--- config.mk ---
export PLATFORM = sky130hd
export DESIGN_NAME = vram_cmd_ctrl
export DESIGN_NICKNAME = d
export VERILOG_FILES = /design/src/rtl/vram_cmd_pkg.sv /design/src/rtl/rx_byte_latch.sv /design/src/rtl/vram_cmd_ctrl.sv
export SDC_FILE = /design/constraint.sdc
export NUM_CORES = 1
export LEC_CHECK = 0
export CAP_MARGIN = 10
export CORE_MARGIN = 3
export CORE_UTILIZATION = 68
export DETAILED_ROUTE_END_ITERATION = 6
export DONT_BUFFER_PORTS = 1
export PLACE_DENSITY = 0.83
export SLEW_MARGIN = 20
export SYNTH_ARGS = -nofsm -noshare
export SYNTH_HDL_FRONTEND = slang
export SYNTH_SLANG_ARGS = --single-unit
--- constraint.sdc ---
create_clock -name clk -period 4 [get_ports clk]
set_input_delay 0.8 -clock clk [delete_from_list [all_inputs] [get_ports clk]]
set_output_delay 0.8 -clock clk [all_outputs]
set_load 0.005 [all_outputs]
--- src/rtl/vram_cmd_pkg.sv ---
// rtl/vram_cmd_pkg.sv - opcodes, FSM states and length width for vram_cmd_ctrl; fill states exist only with VRAM_CMD_FILL_EN
package vram_cmd_pkg;

    localparam int LEN_W = 16;

    localparam logic [7:0] OP_NOP      = 8'h00;
    localparam logic [7:0] OP_SET_ADDR = 8'h01;
    localparam logic [7:0] OP_WRITE    = 8'h02;
    localparam logic [7:0] OP_FILL     = 8'h03;

    typedef enum logic [2:0] {
        S_IDLE,
        S_ADDR_HI,
        S_ADDR_LO,
        S_LEN_HI,
        S_LEN_LO,
        S_DATA
`ifdef VRAM_CMD_FILL_EN
        ,
        S_FILL_VAL,
        S_FILL_RUN
`endif
    } state_t;

endpackage

--- src/rtl/rx_byte_latch.sv ---
// rtl/rx_byte_latch.sv - rx_ready edge detect, rx_ack pulse, 1-deep pending byte latch and overrun flag
module rx_byte_latch (
    input  logic       clk,
    input  logic       rst_n,
    input  logic [7:0] rx_data,
    input  logic       rx_ready,
    input  logic       consume,
    output logic       rx_ack,
    output logic       pending_valid,
    output logic [7:0] pending_data,
    output logic       overrun,
    output logic       activity
);

    logic rx_ready_q;
    logic capture;

    assign capture = rx_ready & ~rx_ready_q;

    always_ff @(posedge clk or negedge rst_n) begin
        if (!rst_n) begin
            rx_ready_q    <= 1'b0;
            rx_ack        <= 1'b0;
            pending_valid <= 1'b0;
            pending_data  <= '0;
            overrun       <= 1'b0;
            activity      <= 1'b0;
        end else begin
            rx_ready_q <= rx_ready;
            rx_ack     <= capture;
            // a byte freed by the FSM on the same edge is not lost
            overrun    <= capture & pending_valid & ~consume;
            if (capture) begin
                pending_data  <= rx_data;
                pending_valid <= 1'b1;
                activity      <= ~activity;
            end else if (consume) begin
                pending_valid <= 1'b0;
            end
        end
    end

endmodule

--- src/rtl/vram_cmd_ctrl.sv ---
// rtl/vram_cmd_ctrl.sv - VRAM user-port command sequencer (set address, write burst; fill with VRAM_CMD_FILL_EN)
module vram_cmd_ctrl
    import vram_cmd_pkg::*;
#(
    parameter int DEPTH  = 22500,
    parameter int ADDR_W = 15
) (
    input  logic              clk,
    input  logic              rst_n,
    input  logic [7:0]        rx_data,
    input  logic              rx_ready,
    output logic              rx_ack,
    output logic              vram_we,
    output logic [ADDR_W-1:0] vram_addr,
    output logic [7:0]        vram_wdata,
    output logic              busy,
    output logic              err,
    output logic              activity
);

    localparam logic [LEN_W-1:0]  DEPTH_W   = LEN_W'(DEPTH);
    localparam logic [ADDR_W-1:0] LAST_ADDR = ADDR_W'(DEPTH - 1);

    state_t            state;
    logic [ADDR_W-1:0] addr;
    logic [7:0]        hi_byte;
    logic [LEN_W-1:0]  remaining;
    logic [LEN_W-1:0]  word;
    logic              pending_valid;
    logic [7:0]        pending_data;
    logic              overrun;
    logic              consume;
    logic              wr_fire;
    logic [7:0]        wr_byte;
`ifdef VRAM_CMD_FILL_EN
    logic              is_fill;
    logic [7:0]        fill_val;
`endif

    rx_byte_latch u_latch (
        .clk           (clk),
        .rst_n         (rst_n),
        .rx_data       (rx_data),
        .rx_ready      (rx_ready),
        .consume       (consume),
        .rx_ack        (rx_ack),
        .pending_valid (pending_valid),
        .pending_data  (pending_data),
        .overrun       (overrun),
        .activity      (activity)
    );

    assign word = {hi_byte, pending_data};

`ifdef VRAM_CMD_FILL_EN
    assign consume = pending_valid && (state != S_FILL_RUN);
`else
    assign consume = pending_valid;
`endif

    always_comb begin
        wr_fire = 1'b0;
        wr_byte = pending_data;
        case (state)
            S_DATA:     wr_fire = consume;
`ifdef VRAM_CMD_FILL_EN
            S_FILL_VAL: wr_fire = consume;
            S_FILL_RUN: begin
                wr_fire = 1'b1;
                wr_byte = fill_val;
            end
`endif
            default:    wr_fire = 1'b0;
        endcase
    end

    always_ff @(posedge clk or negedge rst_n) begin
        if (!rst_n) begin
            state      <= S_IDLE;
            addr       <= '0;
            hi_byte    <= '0;
            remaining  <= '0;
            vram_we    <= 1'b0;
            vram_addr  <= '0;
            vram_wdata <= '0;
            busy       <= 1'b0;
            err        <= 1'b0;
`ifdef VRAM_CMD_FILL_EN
            is_fill    <= 1'b0;
            fill_val   <= '0;
`endif
        end else begin
            vram_we <= wr_fire;
            // the final write of a burst or fill also retires the command
            if (wr_fire) begin
                vram_addr  <= addr;
                vram_wdata <= wr_byte;
                addr       <= (addr == LAST_ADDR) ? '0 : addr + 1'b1;
                remaining  <= remaining - 1'b1;
                if (remaining == LEN_W'(1)) state <= S_IDLE;
            end
            if (overrun) err <= 1'b1;

            case (state)
                S_IDLE: begin
                    busy <= 1'b0;
                    if (consume) begin
                        case (pending_data)
                            OP_NOP: ;
                            OP_SET_ADDR: begin
                                state <= S_ADDR_HI;
                                busy  <= 1'b1;
                            end
                            OP_WRITE: begin
`ifdef VRAM_CMD_FILL_EN
                                is_fill <= 1'b0;
`endif
                                state <= S_LEN_HI;
                                busy  <= 1'b1;
                            end
`ifdef VRAM_CMD_FILL_EN
                            OP_FILL: begin
                                is_fill <= 1'b1;
                                state   <= S_LEN_HI;
                                busy    <= 1'b1;
                            end
`endif
                            default: err <= 1'b1;
                        endcase
                    end
                end
                S_ADDR_HI: if (consume) begin
                    hi_byte <= pending_data;
                    state   <= S_ADDR_LO;
                end
                S_ADDR_LO: if (consume) begin
                    if (word >= DEPTH_W) begin
                        addr <= '0;
                        err  <= 1'b1;
                    end else begin
                        addr <= word[ADDR_W-1:0];
                    end
                    state <= S_IDLE;
                end
                S_LEN_HI: if (consume) begin
                    hi_byte <= pending_data;
                    state   <= S_LEN_LO;
                end
                S_LEN_LO: if (consume) begin
                    remaining <= word;
                    if (word == '0) begin
                        state <= S_IDLE;
                    end else begin
`ifdef VRAM_CMD_FILL_EN
                        state <= is_fill ? S_FILL_VAL : S_DATA;
`else
                        state <= S_DATA;
`endif
                    end
                end
`ifdef VRAM_CMD_FILL_EN
                S_FILL_VAL: if (consume) begin
                    fill_val <= pending_data;
                    if (remaining != LEN_W'(1)) state <= S_FILL_RUN;
                end
`endif
                default: ;
            endcase
        end
    end

endmodule

* Yosys cells after proc, flatten, opt, wreduce, memory -nomap -nowiden *
Cells that the tools add are included.

word-level totals
  ROM bits = 0
  output and inout bits = 28
  logic and storage cells = 68
  bits in writable memories = 0
  register bits after elaboration = 81
  memories = 0
  input port bits = 11
  bits in latches = 0

operators by class
  add/subtract/negate cells = 2
  reduce and logical (&&, ||, !) cells = 7
  divide/modulo/power cells = 0
  multipliers = 0
  equal/unequal tests = 9
  shift operators = 0
  multiplexer cells = 28
  magnitude comparators = 1
  bitwise logic cells = 6

operators by type and width
  operator                                                              count
  two-way mux 15 bit                                                    5
  two-way mux 16 bit                                                    3
  two-way mux 3 bit                                                     8
  equality test 16 x 1 -> 1 bit (second input constant)                 1
  greater-or-equal comparator 16 x 15 -> 1 bit (second input constant)  1
  logical NOT 16 bit                                                    1
  subtractor 16 x 1 -> 16 bit (second input constant)                   1
  adder 15 x 1 -> 15 bit (second input constant)                        1
  equality test 15 bit (second input constant)                          1
  case mux 3 bit (5 select lines)                                       1
  two-way mux 1 bit                                                     9
  equality test 8 x 1 -> 1 bit (second input constant)                  1
  equality test 8 x 2 -> 1 bit (second input constant)                  1
  logical NOT 8 bit                                                     1
  equality test 3 x 2 -> 1 bit (second input constant)                  2
  equality test 3 bit (second input constant)                           2
  case mux 3 bit (2 select lines)                                       1
  OR reduction 2 bit                                                    2
  AND 1 bit                                                             3
  equality test 3 x 1 -> 1 bit (second input constant)                  1
  logical NOT 3 bit                                                     1
  NOT 1 bit                                                             3
  OR reduction 3 bit                                                    1
  case mux 1 bit (2 select lines)                                       1
  AND reduction 2 bit                                                   1

* Depth between registers and ports, before layout *
Gate-level depths: netlist of the first run.

  word-level depth = 6
  gate-level depth with buffers = 7
  gate-level depth less buffers = 6

* Cells and area by module *
From an unflattened synthesis of the first run, not the netlist that was laid out.

second synthesis, totals
  cell total of the unflattened synthesis = 394
  area total of the unflattened synthesis = 3925.0 um2

modules (own cells, without submodules)
  module         cells each  times used  seq. area each (um2)  area an instance (um2)
  vram_cmd_ctrl  367         1           1701.6                3434.5
  rx_byte_latch  27          1           325.3                 490.5

* Worst setup path after synthesis of the first run *
OpenSTA, ideal clock, no wires.

  kind = reg-to-reg
  from = register with a tool-made name
  to = register with a tool-made name
  required time = 3.873 ns
  buffers on the path = 0
  clock period less this slack = 1.923 ns
  data arrival time = 1.795 ns
  library setup time = 0.127 ns
  cell stages (with the launch flop) = 6
  path slack = 2.077 ns
  path through = dfrtp_1 -> or4_4 -> nor4_1 -> mux2_2 -> a222oi_1 -> inv_1

* Worst setup path in the final report of the first run *
  from = register state[0]
  to = register state[2]

on the way
  longest elaborated chain between the ends = 6
  elaborated cells between the ends (all ways) = 15
  those cells by class = 5 x eq/ne; 9 x mux; 1 x reduce/logical

ends and longest elaborated chain
  what                                 RTL line              RTL
  from (decl)                          vram_cmd_ctrl.sv:24   state_t state;
  from (signal assigned)               vram_cmd_ctrl.sv:79   state <= S_IDLE;
  from (signal assigned)               vram_cmd_ctrl.sv:100  if (remaining == LEN_W'(1)) state <= S_IDLE;
  from (signal assigned)               vram_cmd_ctrl.sv:111  state <= S_ADDR_HI;
  equality test 3 bit                  vram_cmd_ctrl.sv:64   case (state)
  two-way mux 1 bit                    vram_cmd_ctrl.sv:64
  two-way mux 3 bit                    vram_cmd_ctrl.sv:95   if (wr_fire) begin
  case mux 3 bit (2 select lines)      vram_cmd_ctrl.sv:108  case (pending_data)
  two-way mux 3 bit                    vram_cmd_ctrl.sv:107  if (consume) begin
  case mux 3 bit (5 select lines) (*)  vram_cmd_ctrl.sv:104  case (state)

Every way passes the cells marked *; elsewhere a longest branch is shown, timed or not.
A chain may end at the register's enable or synchronous reset.

==> results of run 1 <==
-- metal layers --
layer | share of wire | wire length [um]
met1 | 0.45 | 3770
met4 | 0.024 | 199
met5 | 0 | 0
met3 | 0.079 | 666
met2 | 0.45 | 3810
-- power breakdown --
group	switching, mW	internal (mW)
registers	0.136	0.880
logic	0.103	0.117
clock network	0.273	0.302
total	0.511	1.30
-- cell usage in the layout, fill, tap and decap left out, types with 4 or more instances in the layout --
| master | count |
|---|---|
| nor2b_1 | 5 |
| nand2_1 | 94 |
| a21oi_1 | 4 |
| inv_1 | 8 |
| o2bb2ai_1 | 11 |
| xor2_1 | 9 |
| o21ai_0 | 21 |
| nand4_1 | 11 |
| nor2_1 | 18 |
| nand3_1 | 6 |
| nor3_1 | 11 |
| mux2_2 | 17 |
| dfrtp_1 | 80 |
| xnor2_1 | 6 |
| clkbuf_8 | 10 |
-- cells in the mapped netlist, drive strengths merged (2+ instances only) --
cell type	count
a222oi	3
and4	3
nor3	12
ha	3
nor4b	2
clkbuf	15
o21a	3
and2	2
nor4	3
nand3	6
a21boi	3
o2bb2ai	11
a221o	3
dfrtp	80
buf	4
o31ai	2
nor2b	5
and3	3
o31a	2
mux2	17
a22o	3
inv	8
o211ai	3
o21ai	21
nor2	18
a21oi	4
a21o	3
or4	3
or3	3
nand2	94
nand4	11
nand3b	2
xor2	9
xnor2	6
a22oi	3
-- worst paths after layout --
path,from,endpoint
worst max-delay path,state[0],state[2]
worst min-delay path,rst_n,async pin
worst max register to register,state[0],state[2]
worst min register to register,u_latch.overrun,err
max in group asynchronous,rst_n,hi_byte[7]
min in group clk,u_latch.overrun,err
-- metrics by stage --
step / std cells / hold WS [ps] / area [um^2]
2_1_floorplan: 383 / 413 / 3800
3_3_place_gp: 437 / 431 / 3830
3_5_place_dp: 437 / 432 / 3830
4_1_cts: 452 / 120 / 4020
5_1_grt: 452 / 105 / 4020
6_report: 452 / 137 / 4020
-- critical path, stage by stage, from the launching register on --
cell,delay [ps]
dfrtp_1,810
nand4b_2,480
buf_4,380
nor3_2,250
nor2_1,60
a311o_1,320
-- cell type report --
type	count	area, um^2	share of cell area
Clock inverter	3	42.5	0.0106
Timing Repair Buffer	3	22.5	0.00560
Sequential cell	80	2000	0.498
Multi-Input combinational cell	276	1690	0.421
Inverter	8	30.0	0.00747
Clock buffer	12	145	0.0361
Tap cell	70	87.6	0.0218
-- cell families after synthesis --
kind of cell / Yosys count / share of synthesized area
simple gates: 172 / 0.221
other cells: 1 / 0.000988
buf+inv: 27 / 0.0270
flops: 80 / 0.527
fa+ha+maj: 3 / 0.00989
xor+xnor: 15 / 0.0346
compound gates: 68 / 0.129
mux: 17 / 0.0504
==> results.cfg, run 1 <==
[die]
start_util = 0.725
io_pins = 39
fp.coreArea_mm2 = 0.00524
dieArea_mm2 = 0.00652
row_count = 26
die_y_um = 80.7
die_w_um = 80.7

[routing]
drc = 3
finalWirelength_um = 8440
first_pass_iters = 7
vias_per_cell = 6.40
dr_total_vias = 2895
ant_nets = 0
drtIter0Drc = 320
wl_per_cell_um = 18.7

[clock_network]
clk_pin_slew_worst_paths_ps = 80
cts_setup_buffers = 0
cts_tree = yes
cts.path.max_buffers = 2
cts_resized = 0
cts_num_sinks = 80
cts_max_level = 3
cts_root_buffer = clkbuf_8
clock_latency_ps = 350
ctsHoldBuffers = 0
cts_made_buffers = 9

[place]
gp_congestion = 0.972
hpwl_um = 5550
port_buffers = 0
dpl_worst_slack_ps = 1600

[setup_path]
worstPathMaxFanout = 26
arrival_ps = 2660
r2r_cells = 5
path_class = reg2reg
crit_required_ps = 4230
endpoint_kind = flip-flop
critPathLaunchType = flip-flop
reg2reg_slack_ps = 1570

[synthesis]
yosysSeqAreaShare = 0.527
yosys_warnings = 0
ys_seq_elements = 80
netlist_area_mm2 = 0.00380
syn_nets = 397
synth_edf_count = 0
synth_top_area_frac = 0.527
synth_cell_type_count = 50
avgSynthCellArea_um2 = 9.91
synth_top_cells_by_area = dfrtp_1, nand2_1, mux2_2
synth_top_area_cell = dfrtp_1
synthCells = 383
async_reset_ff_frac = 1.00
synth_ff_type = dfrtp_1

[sta]
finalHoldViolCount = 0
maxSlewViolCount = 0
skew_ps = 9.14
relSlewSlack = 0.381
period_minus_slack_ps = 2430
tightest_slew_ps = 926
setup_tns_ps = 0
setup_viol = 0
max_freq_mhz = 412
finalWorstSetupSlack_ps = 1570
rsz0062_at_grt = no
period_share = 0.607

[global_route]
grt_pass1_wl_um = 13800
grt_use_total = 0.286
met1_usage = 0.423
globalRouteOverflowTotal = 0
grt_max_degree = 81
grtUsageMet2 = 0.406
grt.met3_usage = 0.0687
grt-busiest-layer = met1
grt_antenna_before_repair = 0
first_global_vias = 2739

[layout]
num_antenna_cells = 0
fill_cells = 354
fin_util = 0.768
nNetsFinal = 392
area_growth_pct = 5.93
drive_above_1_share = 0.105

[flow_run]
max_cap_viol_count = 0

[min_path]
hp-class = in2async

[pwr]
p_leak_nw = 1.93
total_power_mw = 1.81
peakVddDrop_uv = 386
power_density_mw_per_mm2 = 450

[run_status]
violations = DRC
status = finished with violations
Power figures use the tool's default switching activity.
==> run 2, diff against run 1 <==
--- a/config.mk
+++ b/config.mk
@@ -7,10 +7,10 @@
 export LEC_CHECK = 0
 export CAP_MARGIN = 10
 export CORE_MARGIN = 3
-export CORE_UTILIZATION = 68
+export CORE_UTILIZATION = 57
 export DETAILED_ROUTE_END_ITERATION = 6
 export DONT_BUFFER_PORTS = 1
-export PLACE_DENSITY = 0.83
+export PLACE_DENSITY = 0.74
 export SLEW_MARGIN = 20
 export SYNTH_ARGS = -nofsm -noshare
 export SYNTH_HDL_FRONTEND = slang
==> constraint.sdc (replaced) <==
create_clock -name clk -period 2.15 [get_ports clk]
set_input_delay 0.43 -clock clk [delete_from_list [all_inputs] [get_ports clk]]
set_output_delay 0.43 -clock clk [all_outputs]
set_load 0.005 [all_outputs]
==> run 2 against run 1 <==
  * The flow finishes with violations (hold timing)
  * Clock power grew 86%
  * Sequential power is 82% higher
  * Critical path depth unchanged
  * Global-route usage fell by 4.6 points
  * Power rose by 87%
  * Count of clock-buffer cells in the layout rose by 1
  * Routed wire length increased by 0.52%
  * Clock skew decreased by 2.2 ps
  * Cell area grew 2.7%
  * Register-to-register slack got worse by 1500 ps
==> results.cfg, run 2 (same netlist as run 1, synthesis figures left out) <==
[routing]
dr_total_vias = 2874
ant_nets = 0
drtIter0Drc = 174
first_pass_iters = 4
finalWirelength_um = 8480
wl_per_cell_um = 18.0
wirelength_met1_um = 3960
wl_met2_um = 3850
route.met3.wl_um = 508
top_layer = met4
vias_per_cell = 6.09
drc = 0

[place]
port_buffers = 0
gp_congestion = 0.849
place_inst = 456
hpwl_um = 5720
placed_area_mm2 = 0.00393
dpl_worst_slack_ps = 123

[sta]
finalWorstSetupSlack_ps = 120
period_share = 0.944
relSlewSlack = 0.644
max_freq_mhz = 492
maxSlewViolCount = 0
period_minus_slack_ps = 2030
setup_tns_ps = 0
setup_viol = 0
whs_ps = -240
skew_ps = 6.94
tightest_slew_ps = 528
finalHoldViolCount = 80

[die]
die_y_um = 87.6
row_count = 29
io_pins = 39
start_util = 0.595
fp.coreArea_mm2 = 0.00639
die_w_um = 87.6
dieArea_mm2 = 0.00768

[global_route]
grt_use_total = 0.240
globalRouteOverflowTotal = 0
first_global_vias = 2798
grt_pass1_wl_um = 14000
grt_antenna_before_repair = 0
grt_max_degree = 81

[layout]
final_common_cell = nand2_1
most-common-layout-cells = nand2_1, dfrtp_1, o21ai_0
fin_util = 0.647
area_growth_pct = 8.83
nNetsFinal = 404
num_antenna_cells = 0
stdcell_area_mm2 = 0.00413
fin_cells = 472
drive_above_1_share = 0.139

[clock_network]
cts_setup_buffers = 0
cts_num_sinks = 80
cts_tree = yes
cts_made_buffers = 9
clk_pin_slew_worst_paths_ps = 80
cts_root_buffer = clkbuf_8
clock_latency_ps = 360
cts.path.max_buffers = 2
cts_max_level = 3

[flow_run]
max_cap_viol_count = 0

[pwr]
peakVddDrop_uv = 638
total_power_mw = 3.39
p_leak_nw = 1.99
power_density_mw_per_mm2 = 819

[setup_path]
critical_path.top_delay_family = simple AND/OR/NAND/NOR gates
crit_chain = or4_4, nor4b_4, nand2b_1, a21o_1, a221o_1
cp_num_buf_inv = 0
cpPeakStageDelay_ps = 590
path_class = reg2reg
crit_required_ps = 2400
arrival_ps = 2280
critPathLaunchType = flip-flop
worstPathMaxFanout = 6
cpMaxStageDelayCell = or4_4
endpoint_kind = flip-flop

[run_status]
violations = hold timing
status = finished with violations

[min_path]
hp-class = in2async
-- run 2: changes by cell type in the layout (fill, tap and decap cells not counted) --
cell	previous run	this run
buf_4	3	15
clkbuf_8	10	12
bufinv_16	1	0
clkbuf_1	2	1
clkinv_2	1	0
clkinvlp_4	1	2
inv_6	0	1
nor4_1	3	2
nor4_2	0	1
-- run 2: final timing paths --
path / from / end / slack (ps) / depth (start not counted)
setup / recovery: flip-flop / flip-flop / 120 / 5
hold / removal: rst_n / async pin / -240 / 0
setup reg to reg: flip-flop / flip-flop / 120 / 5
hold reg to reg: u_latch.overrun / err / 440 / 1
max in group asynchronous: rst_n / u_latch.pending_data[2] / 2240 / 0
min in group clk: rx_ready / u_latch.rx_ready_q / 90 / 0
-- run 2: repair_timing --
| item | CTS | global route |
|---|---|---|
| endpoints found under the hold margin | 80 | 80 |
| setup endpoints to repair | 0 | 1 |
| gates resized for setup | 0 | 1 |
-- run 2: report_power, final --
group | total (mW) | internal, mW | leakage [nW] | switching [mW]
sequential | 1.86 | 1.64 | 1.08 | 0.222
combinational | 0.456 | 0.237 | 0.820 | 0.220
clock | 1.07 | 0.519 | 0.0923 | 0.553
-- run 2: final cells by class --
cell class	instances	area [um^2]
clock buffers	13	169
clock inverters	3	23.8
fillers	521	2250
inverters	8	30.0
multi-input cells	276	1700
flip-flops and latches	80	2000
well taps	77	96.3
repair buffers	15	113
-- run 2: routing by layer --
metal | global-route usage | vias to the layer above
met5 | 0 | -
met4 | 0.106 | 0
met3 | 0.0536 | 12
met2 | 0.351 | 89
met1 | 0.344 | 1408
li1 | - | 1365
==> run 3, diff against run 2 <==
--- a/config.mk
+++ b/config.mk
@@ -5,6 +5,7 @@
 export SDC_FILE = /design/constraint.sdc
 export NUM_CORES = 1
 export LEC_CHECK = 0
+export ABC_AREA = 0
 export CAP_MARGIN = 10
 export CORE_MARGIN = 3
 export CORE_UTILIZATION = 57
==> results of run 3 <==
No change in the layout: final DEF, timing and power equal those of run 2.
